--- config.mk ---
export PLATFORM = sky130hd
export DESIGN_NAME = serial_paralelo_flat
export DESIGN_NICKNAME = d
export VERILOG_FILES = /design/src/rtl/serial_paralelo_if.sv /design/src/rtl/serial_paralelo.sv /design/src/flat_wrapper.sv
export SDC_FILE = /design/constraint.sdc
export NUM_CORES = 1
export LEC_CHECK = 0
export ABC_CLOCK_PERIOD_IN_PS = 2100
export BUFFER_PORTS_ARGS = -buffer_cell sky130_fd_sc_hd__buf_2
export CORE_ASPECT_RATIO = 1.75
export CORE_MARGIN = 2
export CORE_UTILIZATION = 35
export CTS_CLUSTER_DIAMETER = 120
export DETAILED_ROUTE_END_ITERATION = 10
export GPL_ROUTABILITY_DRIVEN = 0
export HOLD_SLACK_MARGIN = 0.15
export PLACE_DENSITY_LB_ADDON = 0.2
export SLEW_MARGIN = 20
export SYNTH_ARGS = -nofsm -noshare
export SYNTH_HDL_FRONTEND = slang
export SYNTH_SLANG_ARGS = --single-unit
--- constraint.sdc ---
create_clock -name clk_32f -period 2.1 [get_ports clk_32f]
set_clock_uncertainty 0.15 [all_clocks]
set_input_delay 0.105 -clock clk_32f [delete_from_list [all_inputs] [get_ports clk_32f]]
set_output_delay 0.105 -clock clk_32f [all_outputs]
set_load 0.02 [all_outputs]
--- src/rtl/serial_paralelo_if.sv ---
// Serial receive bus: 1-bit stream in, aligned byte out.
// master = receiver core, slave = consumer/driver side.
interface serial_paralelo_if;
  logic       data_in;
  logic [7:0] data_out;
  logic       valid_out;
  logic       active;
  logic       frame_strobe;

  modport master (
    input  data_in,
    output data_out,
    output valid_out,
    output active,
    output frame_strobe
  );

  modport slave (
    output data_in,
    input  data_out,
    input  valid_out,
    input  active,
    input  frame_strobe
  );
endinterface

--- src/rtl/serial_paralelo.sv ---
// Serial-to-parallel receiver: comma-hunt alignment, lock, byte rebuild.
// Ports: clk_32f, reset (sync, high), bus (data_in -> data_out/valid/active/strobe).
module serial_paralelo #(
  parameter logic [7:0] COMMA   = 8'hBC,
  parameter int         N_COMMA = 4
) (
  input  logic              clk_32f,
  input  logic              reset,
  serial_paralelo_if.master bus
);

  typedef enum logic [1:0] {
    SEARCH,
    ALIGN,
    ACTIVE
  } state_e;

  localparam logic [3:0] NC = 4'(N_COMMA);

  state_e     state_q, state_d;
  logic [7:0] sr_q, sr_d;
  logic [2:0] bit_cnt_q, bit_cnt_d;
  logic [3:0] comma_cnt_q, comma_cnt_d;
  logic [7:0] data_q, data_d;
  logic       valid_q, valid_d;
  logic       active_q, active_d;
  logic       strobe_q, strobe_d;

  logic [7:0] w;
  logic       boundary;
  logic       is_comma;

  // w is the frame candidate ending on this edge
  assign w        = {sr_q[6:0], bus.data_in};
  assign boundary = (bit_cnt_q == 3'd7);
  assign is_comma = (w == COMMA);

  always_ff @(posedge clk_32f) begin
    if (reset) begin
      state_q     <= SEARCH;
      sr_q        <= 8'h00;
      bit_cnt_q   <= 3'd0;
      comma_cnt_q <= 4'd0;
      data_q      <= 8'h00;
      valid_q     <= 1'b0;
      active_q    <= 1'b0;
      strobe_q    <= 1'b0;
    end else begin
      state_q     <= state_d;
      sr_q        <= sr_d;
      bit_cnt_q   <= bit_cnt_d;
      comma_cnt_q <= comma_cnt_d;
      data_q      <= data_d;
      valid_q     <= valid_d;
      active_q    <= active_d;
      strobe_q    <= strobe_d;
    end
  end

  always_comb begin
    state_d     = state_q;
    sr_d        = w;
    bit_cnt_d   = bit_cnt_q + 3'd1;
    comma_cnt_d = comma_cnt_q;
    data_d      = data_q;
    valid_d     = valid_q;
    active_d    = active_q;
    strobe_d    = 1'b0;

    unique case (state_q)
      SEARCH: begin
        bit_cnt_d = bit_cnt_q;
        if (is_comma) begin
          // this edge closes a frame; next boundary is 8 edges out
          bit_cnt_d   = 3'd0;
          comma_cnt_d = 4'd1;
          if (NC == 4'd1) begin
            state_d  = ACTIVE;
            active_d = 1'b1;
          end else begin
            state_d = ALIGN;
          end
        end
      end
      ALIGN: begin
        if (boundary) begin
          if (is_comma) begin
            comma_cnt_d = comma_cnt_q + 4'd1;
            if (comma_cnt_q + 4'd1 == NC) begin
              state_d  = ACTIVE;
              active_d = 1'b1;
            end
          end else begin
            state_d     = SEARCH;
            comma_cnt_d = 4'd0;
          end
        end
      end
      ACTIVE: begin
        if (boundary) begin
          data_d   = w;
          valid_d  = !is_comma;
          strobe_d = 1'b1;
        end
      end
      default: begin
        state_d = SEARCH;
      end
    endcase
  end

  assign bus.data_out     = data_q;
  assign bus.valid_out    = valid_q;
  assign bus.active       = active_q;
  assign bus.frame_strobe = strobe_q;

endmodule
--- src/flat_wrapper.sv ---
// flat-port wrapper written by rule: the top's interface ports become plain ports
module serial_paralelo_flat 
#(
  parameter logic [7:0] COMMA   = 8'hBC,
  parameter int         N_COMMA = 4
)
  (clk_32f, reset, bus_data_in, bus_data_out, bus_valid_out, bus_active, bus_frame_strobe);
  serial_paralelo_if bus_i ();
  input  logic clk_32f;
  input  logic reset;
  input wire logic [$bits(bus_i.data_in)-1:0] bus_data_in;
  output wire logic [$bits(bus_i.data_out)-1:0] bus_data_out;
  output wire logic [$bits(bus_i.valid_out)-1:0] bus_valid_out;
  output wire logic [$bits(bus_i.active)-1:0] bus_active;
  output wire logic [$bits(bus_i.frame_strobe)-1:0] bus_frame_strobe;
  assign bus_i.data_in = bus_data_in;
  assign bus_data_out = bus_i.data_out;
  assign bus_valid_out = bus_i.valid_out;
  assign bus_active = bus_i.active;
  assign bus_frame_strobe = bus_i.frame_strobe;
  serial_paralelo #(.COMMA(COMMA), .N_COMMA(N_COMMA)) u_core (.clk_32f(clk_32f), .reset(reset), .bus(bus_i));
endmodule
==> summary by stage, run 1 <==
Finish
The multi-input gate area in the final layout is 503 µm². Once layout is complete, the cells apart from fillers number 156. Relative to the synthesized area, the layout overhead comes to 14.8%. Summing all flip-flop and latch instances after layout gives 541 µm². The final core area utilization is 42.6%. The layout net count is 136. 0 antenna diodes ended up in the layout.

The filler cell count is 306. In the final layout, the share of cells above drive strength 1 is 14.8%.

Worst setup path
The flop-to-flop setup slack is 0.31 ns. The critical path is of the input port to register type. For the worst setup path, the data required time is 2.15 ns. The endpoint class of the critical path is a register. In this run the worst path has a maximum fanout of 8. The signal on the critical path passes through dlygate4sd3_1, buf_2, and4bb_1, nand4_1, buf_4, or3_1, a21oi_1. On the worst path, the slowest cell contributes a delay of 0.54 ns. STA puts the critical path data arrival time at 1.97 ns.

On the critical path, the stage with the largest delay is an instance of dlygate4sd3_1. The kind of start point of the critical path is an input port.

GRT
Global routing used 13.7% of the available tracks. Entering global routing, the biggest net connects 29 pins. Summed over all layers, the global routing overflow is 0.

The initial antenna violation count is 0. The first global-routing pass estimated 3630 µm of wire. The number of global-route vias before repair is 825.

Synthesis
The share of cell area taken by muxes after synthesis is 8.29%. During synthesis, Yosys emitted a total of 0 warnings. The register area share after synthesis is 49.7%. A synthesized cell averages 9.62 µm². After Yosys synthesis, full adders, half adders and majority gates account for 4.60% of the synthesized area. The post-synthesis compound-gate area fraction is 12.3%. Counting every net in the synthesized netlist gives 120. Counting every instance in the synthesized netlist gives 113. The summed instance area of the synthesized netlist is 1090 µm².

Synthesis instantiated 27 different standard cells from the library. In this run, synthesis produced a sequential element count of 27. By area, the combinational part of the netlist is dominated by simple AND/OR/NAND/NOR gates. The simple-gate share of the synthesized area is 20.3%. Of the total synthesized cell area, the portion taken by XOR and XNOR cells is 0.806%.

Drt
For this block, the initial DRC count from the detailed router was 9. The first detailed-routing pass took 4 iterations. The detailed-route wire length per cell is 13.1 µm. For this run, design rule violations remaining after detail routing come to 0.

The final wirelength is 2050 µm. Across all layers, the routed design uses 835 vias. In the routed layout, each cell is associated on average with a via count of 5.35. The final antenna-violating net count is 0.

Clock tree
The post-CTS repair timing setup buffer count is 0. The number of buffers added by the clock tree synthesis step is 3. The cell sitting at the root of the clock tree is a clkbuf_8. The clock transition time at the flip-flop clock pins of the worst setup and hold paths is 0.09 ns. The number of hold buffers added after CTS is 3. Once the clock tree was built, the resizer swapped 0 gates to a different size. The clock drives 27 sinks. The clock tree from TritonCTS is done. The number of levels the H-tree was split into is 1. The clock reaches the later pin of the worst-skew pair after 0.27 ns.

The maximum clock path buffer count is 2.

Timing
Setup total negative slack on the finished layout was measured at 0 ns. The clock period minus worst slack is 1.92 ns. For this run, the top clock speed supported by timing is 0.522 GHz. Setup repair after global routing left no endpoint under its margin. The ratio of final minimum period to clock period is 91.3%. The max-slew violation count is 0. Setup violations remaining at the end of the flow were counted as 0. The final hold violation count is 0. The actual transition at the worst max-transition pin is 0.468 ns. Measured against its own limit, the worst slew margin works out to 68.8%.

Floorplan
The die extent in x is 46.1 µm. The number of placed I/O pins is 14. The overall die area is 3590 µm².

The floorplan has 26 rows. The die extent in y is 77.7 µm. The effective utilization at floorplan is 37.1%. The floorplan step defined a core boundary enclosing 2930 µm².

Power and ir drop
The worst-case IR drop observed on VDD is 0.000450 V. The overall power after layout is 823 µW. The power density over cell area is 659 nW/µm². The analysis attributes to cell leakage a power of 0.557 nW.

Flow run
The number of max-cap violations is 0.

Place
The placed instance count is 149. The count of buffers inserted at the top-level ports is 13. The half-perimeter wire length after placement is 1490 µm.

Status
The run finished with clean final reports.

Hold path
In this run the worst hold path is classified as register to register.
==> cell type report <==
cell class | instances | area share, %
Clock buffer | 4 | 3.61
Multi-Input combinational cell | 75 | 40.3
Inverter | 4 | 1.20
Tap cell | 28 | 2.81
Sequential cell | 27 | 43.3
Timing Repair Buffer | 18 | 8.82
==> report_power, final <==
part / switching (mW) / internal (mW)
sequential: 0.00254 / 0.514
clock: 0.153 / 0.136
combinational: 0.00969 / 0.00768
total: 0.165 / 0.658
==> critical path: cells and delay by family <==
family	cells	cell delay, ns
AO/OA/AOI/OAI	1	0.15
AND/OR/NAND/NOR	3	0.80
buffers and inverters	3	0.92
==> path summary, 6_finish.rpt <==
kind                           from               endpoint  depth (start not counted)
setup reg to reg     u_core.sr_q[0]  u_core.comma_cnt_q[1]                          5
hold reg to reg   u_core.bus.active      u_core.bus.active                          2
setup / recovery        bus_data_in  u_core.comma_cnt_q[1]                          7
hold / removal    u_core.bus.active      u_core.bus.active                          2
==> cells in the mapped netlist (all sizes together) <==
library cell / instances / area, µm²
dfxtp: 27 / 541
nor2: 12 / 45.0
nor2b: 10 / 62.6
a21oi: 9 / 45.0
mux2i: 9 / 90.1
nand3: 6 / 30.0
clkbuf: 4 / 15.0
ha: 4 / 50.1
inv: 4 / 15.0
buf: 3 / 13.8
o21ai: 3 / 15.0
o311ai: 3 / 26.3
or3: 3 / 18.8
nand2: 2 / 7.51
nand3b: 2 / 15.0
o21a: 2 / 15.0
a211oi: 1 / 7.51
and4bb: 1 / 12.5
nand2b: 1 / 6.26
nand4: 1 / 6.26
o22ai: 1 / 6.26
o32a: 1 / 10.0
o32ai: 1 / 8.76
or2: 1 / 6.26
or4b: 1 / 10.0
xor2: 1 / 8.76
==> logic make-up after synthesis <==
family          count (synthesis)
simple gates                   40
flops                          27
compound gates                 21
buf+inv                        11
mux                             9
fa+ha+maj                       4
xor+xnor                        1
==> metrics by stage <==
stage | area [µm²] | hold WS, ns | worst slack [ns]
after floorplan | 1090 | 0.0832 | 0.514
after global placement | 1170 | 0.193 | 0.339
after detailed placement | 1170 | 0.211 | 0.312
after CTS | 1250 | 0.329 | 0.181
after global routing | 1250 | 0.347 | 0.0816
final | 1250 | 0.320 | 0.183
==> cell usage in the layout (no fill, tap or decap), drive strengths merged, types with 4 or more instances in the layout <==
| cell type | instances |
|---|---|
| a21oi | 9 |
| buf | 15 |
| clkbuf | 4 |
| dfxtp | 27 |
| ha | 4 |
| inv | 4 |
| mux2i | 9 |
| nand3 | 6 |
| nor2 | 12 |
| nor2b | 10 |
==> routing by layer <==
layer  track usage (%)  part of all wire [%]
met1              15.2                    42
met2              23.1                    54
met3              2.33                   2.2
met4              7.71                   2.5
met5                 0                     0
==> registers in the layout, indices dropped and copies added (netlist names) <==
register,flops
u_core.bus.data_out,8
u_core.bus.active,1
u_core.comma_cnt_q,4
u_core.bus.valid_out,1
u_core.state_q,2
u_core.sr_q,7
u_core.bit_cnt_q,3
u_core.bus.frame_strobe,1
(Power assumes the default switching activity.)
==> run 2: changes to the inputs <==
ABC_CLOCK_PERIOD_IN_PS = 2500   (was 2100)
CORE_UTILIZATION = 45   (was 35)
clock period = 2.5 ns   (was 2.1 ns; I/O delays follow)
==> summary by stage, run 2 (synthesis gave the netlist of run 1 again) <==
Status
The flow ran to the end, and the final reports show no timing, DRC or antenna violations.

Timing
At the pin with the least slew margin, the transition time is 0.621 ns. Setup violations remaining at the end of the flow were counted as 0. The final setup TNS is 0 ns. The ratio of final minimum period to clock period is 88.4%. The final hold violation count is 0. The final worst hold slack is 0.321 ns.

The clock period minus worst slack is 2.21 ns. The max-slew violation count was 0. The worst max-slew margin expressed relative to the limit is 58.5%. The maximum frequency from static timing analysis is 0.452 GHz. Setup repair after global routing left no endpoint under its margin.

Worst setup path
In this run the worst path has a maximum fanout of 13. The arrival time reported for the critical path endpoint is 2.26 ns. STA classifies the critical path endpoint as a register. The kind of start point of the critical path is an input port. The path type of the worst setup path is input port to register. STA puts the critical path data required time at 2.55 ns.

Finish
The library cell used most frequently in the layout, excluding fill and tap cells, is dfxtp_1. The layout has 230 filler cells. The number of antenna diodes in the final layout is 0.

In the final layout, flip-flops and latches occupy 541 µm². The area growth from synthesis to layout is 13.1%. Of the cells placed in the final design, the portion with a size suffix greater than 1 is 13.5%.

Leaving out fill and tap cells, the most frequent cells in the layout are dfxtp_1 (27), buf_2 (13), nor2_1 (12). The register with the most flip-flops in the layout has 8 of them. Summing all multi-input logic gate instances after layout gives 503 µm². At the end of the flow, the number of nets in the layout was 134.

After routing the design area is 1230 µm².

GRT
The met3 demand-to-capacity share in global routing is 2.89%. The fraction of met2 tracks used by global routing is 30.0%. The first global-routing pass estimated 3730 µm of wire. The total congestion overflow is 0. The total routing resource utilization after global routing is 18.3%. Entering global routing, the biggest net connects 29 pins. In the global route stage, met1 resource usage came out at 21.4%. The initial antenna violation count is 0. The number of global-route vias before repair is 839. The routing layer with the top usage in global route is met2.

Power and ir drop
The cell leakage power is 0.549 nW. The maximum resistive drop on vdd is 0.000455 V. The power density over cell area is 558 nW/µm².

Clock tree
Clock tree synthesis found a total of 27 sinks. After clock tree synthesis, the clock-pin slew on the worst setup and hold paths is 0.08 ns. TritonCTS created 3 clock buffers. The maximum clock path buffer count is 2.

Once the clock tree was built, the resizer swapped 0 gates to a different size. The buffer cell driving the clock tree root is clkbuf_8. For this design, the CTS-stage hold fixing added 3 buffers.

TritonCTS built the clock tree. Clock latency on the worst-skew pair, taken at its later pin, is 0.27 ns. The number of levels the H-tree was split into is 1. The post-CTS repair timing setup buffer count is 0.

Drt
The length of the first detailed-routing pass in iterations is 4. The routed via count divided by cell count is 5.48. The detailed router placed 828 vias in this run. The first routing iteration left 5 violations. The detail route stage leaves a number of antenna-violating nets equal to 0.

The number of remaining DRC errors is 0. The detailed-route wire length per cell is 13.6 µm. Wires add up to 2050 µm.

Place
The half-perimeter wire length after placement is 1450 µm. The placed instance area is 1150 µm². Input and output buffers added on the ports amount to 13.

Hold path
In this run the worst hold path is classified as register to register.

Flow run
Across the run, the number of max-cap violations was 0.

Floorplan
The initial utilization of the core area, before any placement, comes to 47.2%. From bottom edge to top edge, the die measures 69.0 µm. In this run the horizontal extent of the chip is 41.2 µm.

Row generation in the floorplan step produced 23 rows. The number of placed I/O pins is 14. The core box area is 2300 µm². The overall die area is 2840 µm².
## run 2: report_power, final
part | switching [mW] | total (mW) | internal [mW]
clock | 0.124 | 0.238 | 0.114
sequential | 0.00198 | 0.434 | 0.432
combinational | 0.00816 | 0.0146 | 0.00645
## run 2: worst paths after layout
check	startpoint	to	slack (ns)	cells past startpoint
max	bus_data_in	u_core.comma_cnt_q[2]	0.29	6
min	u_core.bus.active	u_core.bus.active	0.32	2
max reg2reg	u_core.sr_q[0]	u_core.comma_cnt_q[2]	0.46	4
min reg2reg	u_core.bus.active	u_core.bus.active	0.32	2
## run 2: cell type report
class / count / area share (%)
clock buffer: 4 / 3.66
inverter: 4 / 1.22
timing repair buffer: 16 / 7.73
sequential: 27 / 43.9
tap: 25 / 2.54
multi-input combinational: 75 / 40.9
## run 2: per-stage QoR
step	total power [mW]	std cells	setup WS [ns]	utilization, %
finish	0.687	151	0.290	53.4
global route	0.715	151	0.181	53.4
CTS	0.694	151	0.313	53.4
detailed placement	0.455	144	0.487	50.2
global placement	0.455	144	0.532	50.2
floorplan	0.452	113	0.914	-
## run 2: critical path: stages
cell and delay (ns):
dlygate4sd3_1 0.54, buf_2 0.13, and4bb_1 0.24, nand4_1 0.43, or4b_1 0.64, a21oi_1 0.15
## run 2: routing by layer
metal	vias to the layer above	share of wire, %
li1	415	-
met1	400	42
met2	9	54
met3	4	1.9
met4	0	1.9
met5	-	0
==> run 3: changes to the inputs <==
RECOVER_POWER = 50   (was default)
==> summary by stage, run 3 (synthesis gave the netlist of run 1 again) <==
Drt
After detailed routing, the average wire length per cell comes to 13.6 µm. The final route contains 823 vias. Dividing the detail-routed via count by the number of cells gives 5.45. The detail route stage leaves a number of antenna-violating nets equal to 0. The final wirelength is 2060 µm. The length of the first detailed-routing pass in iterations is 3. The starting DRC count in detailed routing is 15. The number of remaining DRC errors is 0.

Worst setup path
The arrival time reported for the critical path endpoint is 2.26 ns. The endpoint class of the critical path is a register. The kind of start point of the critical path is an input port. The number of buffers and inverters on the critical path is 2. Walking the worst path, the cells encountered are dlygate4sd3_1, buf_2, and4bb_1, nand4_1, or4b_1, a21oi_1. In this run the worst path has a maximum fanout of 13. The endpoint required time on the critical path is 2.54 ns. The critical path in this run is classified as input port to register. The largest single stage delay on the critical path is 0.64 ns.

The cell with the largest stage delay on the worst path is or4b_1. The kind of cell with the highest combined delay along the critical path is simple AND/OR/NAND/NOR gates.

Clock tree
The tree built by TritonCTS fans out to 27 sinks. In this run the number of H-tree levels came out at 1. TritonCTS built the clock tree. For the worst-skew pair, the clock arrives at the later sink with an insertion delay of 0.27 ns.

The number of buffers added by the clock tree synthesis step is 3. The buffer cell driving the clock tree root is clkbuf_8. The maximum clock path buffer count is 2. The clock transition time at the flip-flop clock pins of the worst setup and hold paths is 0.08 ns.

Hold path
The worst hold-check path type is register to register.

Place
The placed instance area is 1150 µm². After detailed placement, the design holds a cell count of 144. Once detailed placement completed, the half-perimeter wirelength came to 1450 µm. The count of buffers inserted at the top-level ports is 13.

Timing
The worst max-slew margin expressed relative to the limit is 24.3%. The worst path uses 88.9% of the clock period. The clock period could shrink to 2.22 ns. The final setup TNS is 0 ns. At the pin with the least slew margin, the transition time is 1.14 ns. Setup repair after global routing left no endpoint under its margin.

Based on the critical path, the design can be clocked at up to 0.450 GHz. The max-slew violation count was 0. The count of endpoints failing setup in the final report is 0.

The final hold violation count was 0.

GRT
The number of global-route vias before repair is 839. The wire length of the first global-routing pass is 3730 µm. After global routing the overflow that remains totals 0. The total routing resource utilization after global routing is 18.3%. The largest net degree at the start of global routing is 29. The initial antenna violation count is 0.

Finish
Leaving out fill and tap cells, the most frequent cell in the layout is dfxtp_1. In the layout the commonest cells are dfxtp_1 (27), clkbuf_1 (13), nor2_1 (12). The finished cells cover 1210 µm². The flip-flop count of the largest register, all copies and words added is 8.

The post-synthesis to final-layout area growth is 11.7%. 0 antenna diodes ended up in the layout. The fraction of final layout cells sized beyond drive strength 1 is 3.97%.

At the end of the flow, the number of nets in the layout was 134. The non-filler instance count after layout is 151.

Floorplan
For this configuration, the core starts out at a cell density of 47.2%. The die is 41.2 µm wide. In this run the core area contains 23 standard-cell rows.

The total area inside the core boundary comes to 2300 µm². The overall die area is 2840 µm². The number of placed I/O pins is 14. The die extent in y is 69.0 µm.

Power and ir drop
The design draws 687 µW. Power spread over the standard cell area amounts to 566 nW/µm². The maximum resistive drop on vdd is 0.000456 V.

For this design the static power due to leakage is 0.497 nW.

Flow run
The tool flagged a number of max-cap violations equal to 0.

Status
The flow ran to the end, and the final reports show no timing, DRC or antenna violations.
[run 3: changes by cell type in the layout (fill, tap and decap cells not counted)]
cell      before  now
buf_2         13    1
clkbuf_1       1   13
[run 3: worst register-to-register path, stage by stage (launching register included)]
cell and delay [ns]:
dfxtp_1 0.34, and4bb_1 0.27, nand4_1 0.43, or4b_1 0.64
a21oi_1 0.15
[run 3: routing by layer]
metal | track usage [%] | part of all wire [%]
met1 | 21.4 | 42
met2 | 30.0 | 54
met3 | 2.89 | 1.7
met4 | 8.60 | 1.8
met5 | 0 | 0
[run 3: report_power, final]
group / leakage (nW) / total [mW] / switching (mW) / internal, mW
logic: 0.257 / 0.0146 / 0.00834 / 0.00626
clock network: 0.0228 / 0.238 / 0.124 / 0.114
registers: 0.218 / 0.434 / 0.00202 / 0.432
total: 0.497 / 0.687 / 0.135 / 0.552
[run 3: through the flow]
stage	setup WS, ns	utilization (%)	hold WS [ns]
after CTS	0.313	53.4	0.325
after global placement	0.532	50.2	0.216
after global routing	0.131	52.8	0.341
final	0.277	52.8	0.322
after floorplan	0.914	-	0.103
after detailed placement	0.487	50.2	0.219
[run 3: repair_timing]
item	CTS	global route
hold buffers	3	0
buffers inserted	0	0
endpoints found under the hold margin	14	0
resized for setup	0	0
[run 3: layout make-up]
class | instances | area, µm²
inverters | 4 | 15.0
clock buffers | 4 | 45.0
repair buffers | 16 | 80.1
multi-input cells | 75 | 503
fillers | 232 | 1090
well taps | 25 | 31.3
flip-flops and latches | 27 | 541
[run 3: path summary, 6_finish.rpt]
path | slack, ns | from | endpoint | cells past startpoint
worst max-delay path | 0.28 | bus_data_in | u_core.comma_cnt_q[2] | 6
worst min-delay path | 0.32 | u_core.bus.active | u_core.bus.active | 2
worst max register to register | 0.45 | u_core.sr_q[0] | u_core.comma_cnt_q[2] | 4
worst min register to register | 0.32 | u_core.bus.active | u_core.bus.active | 2
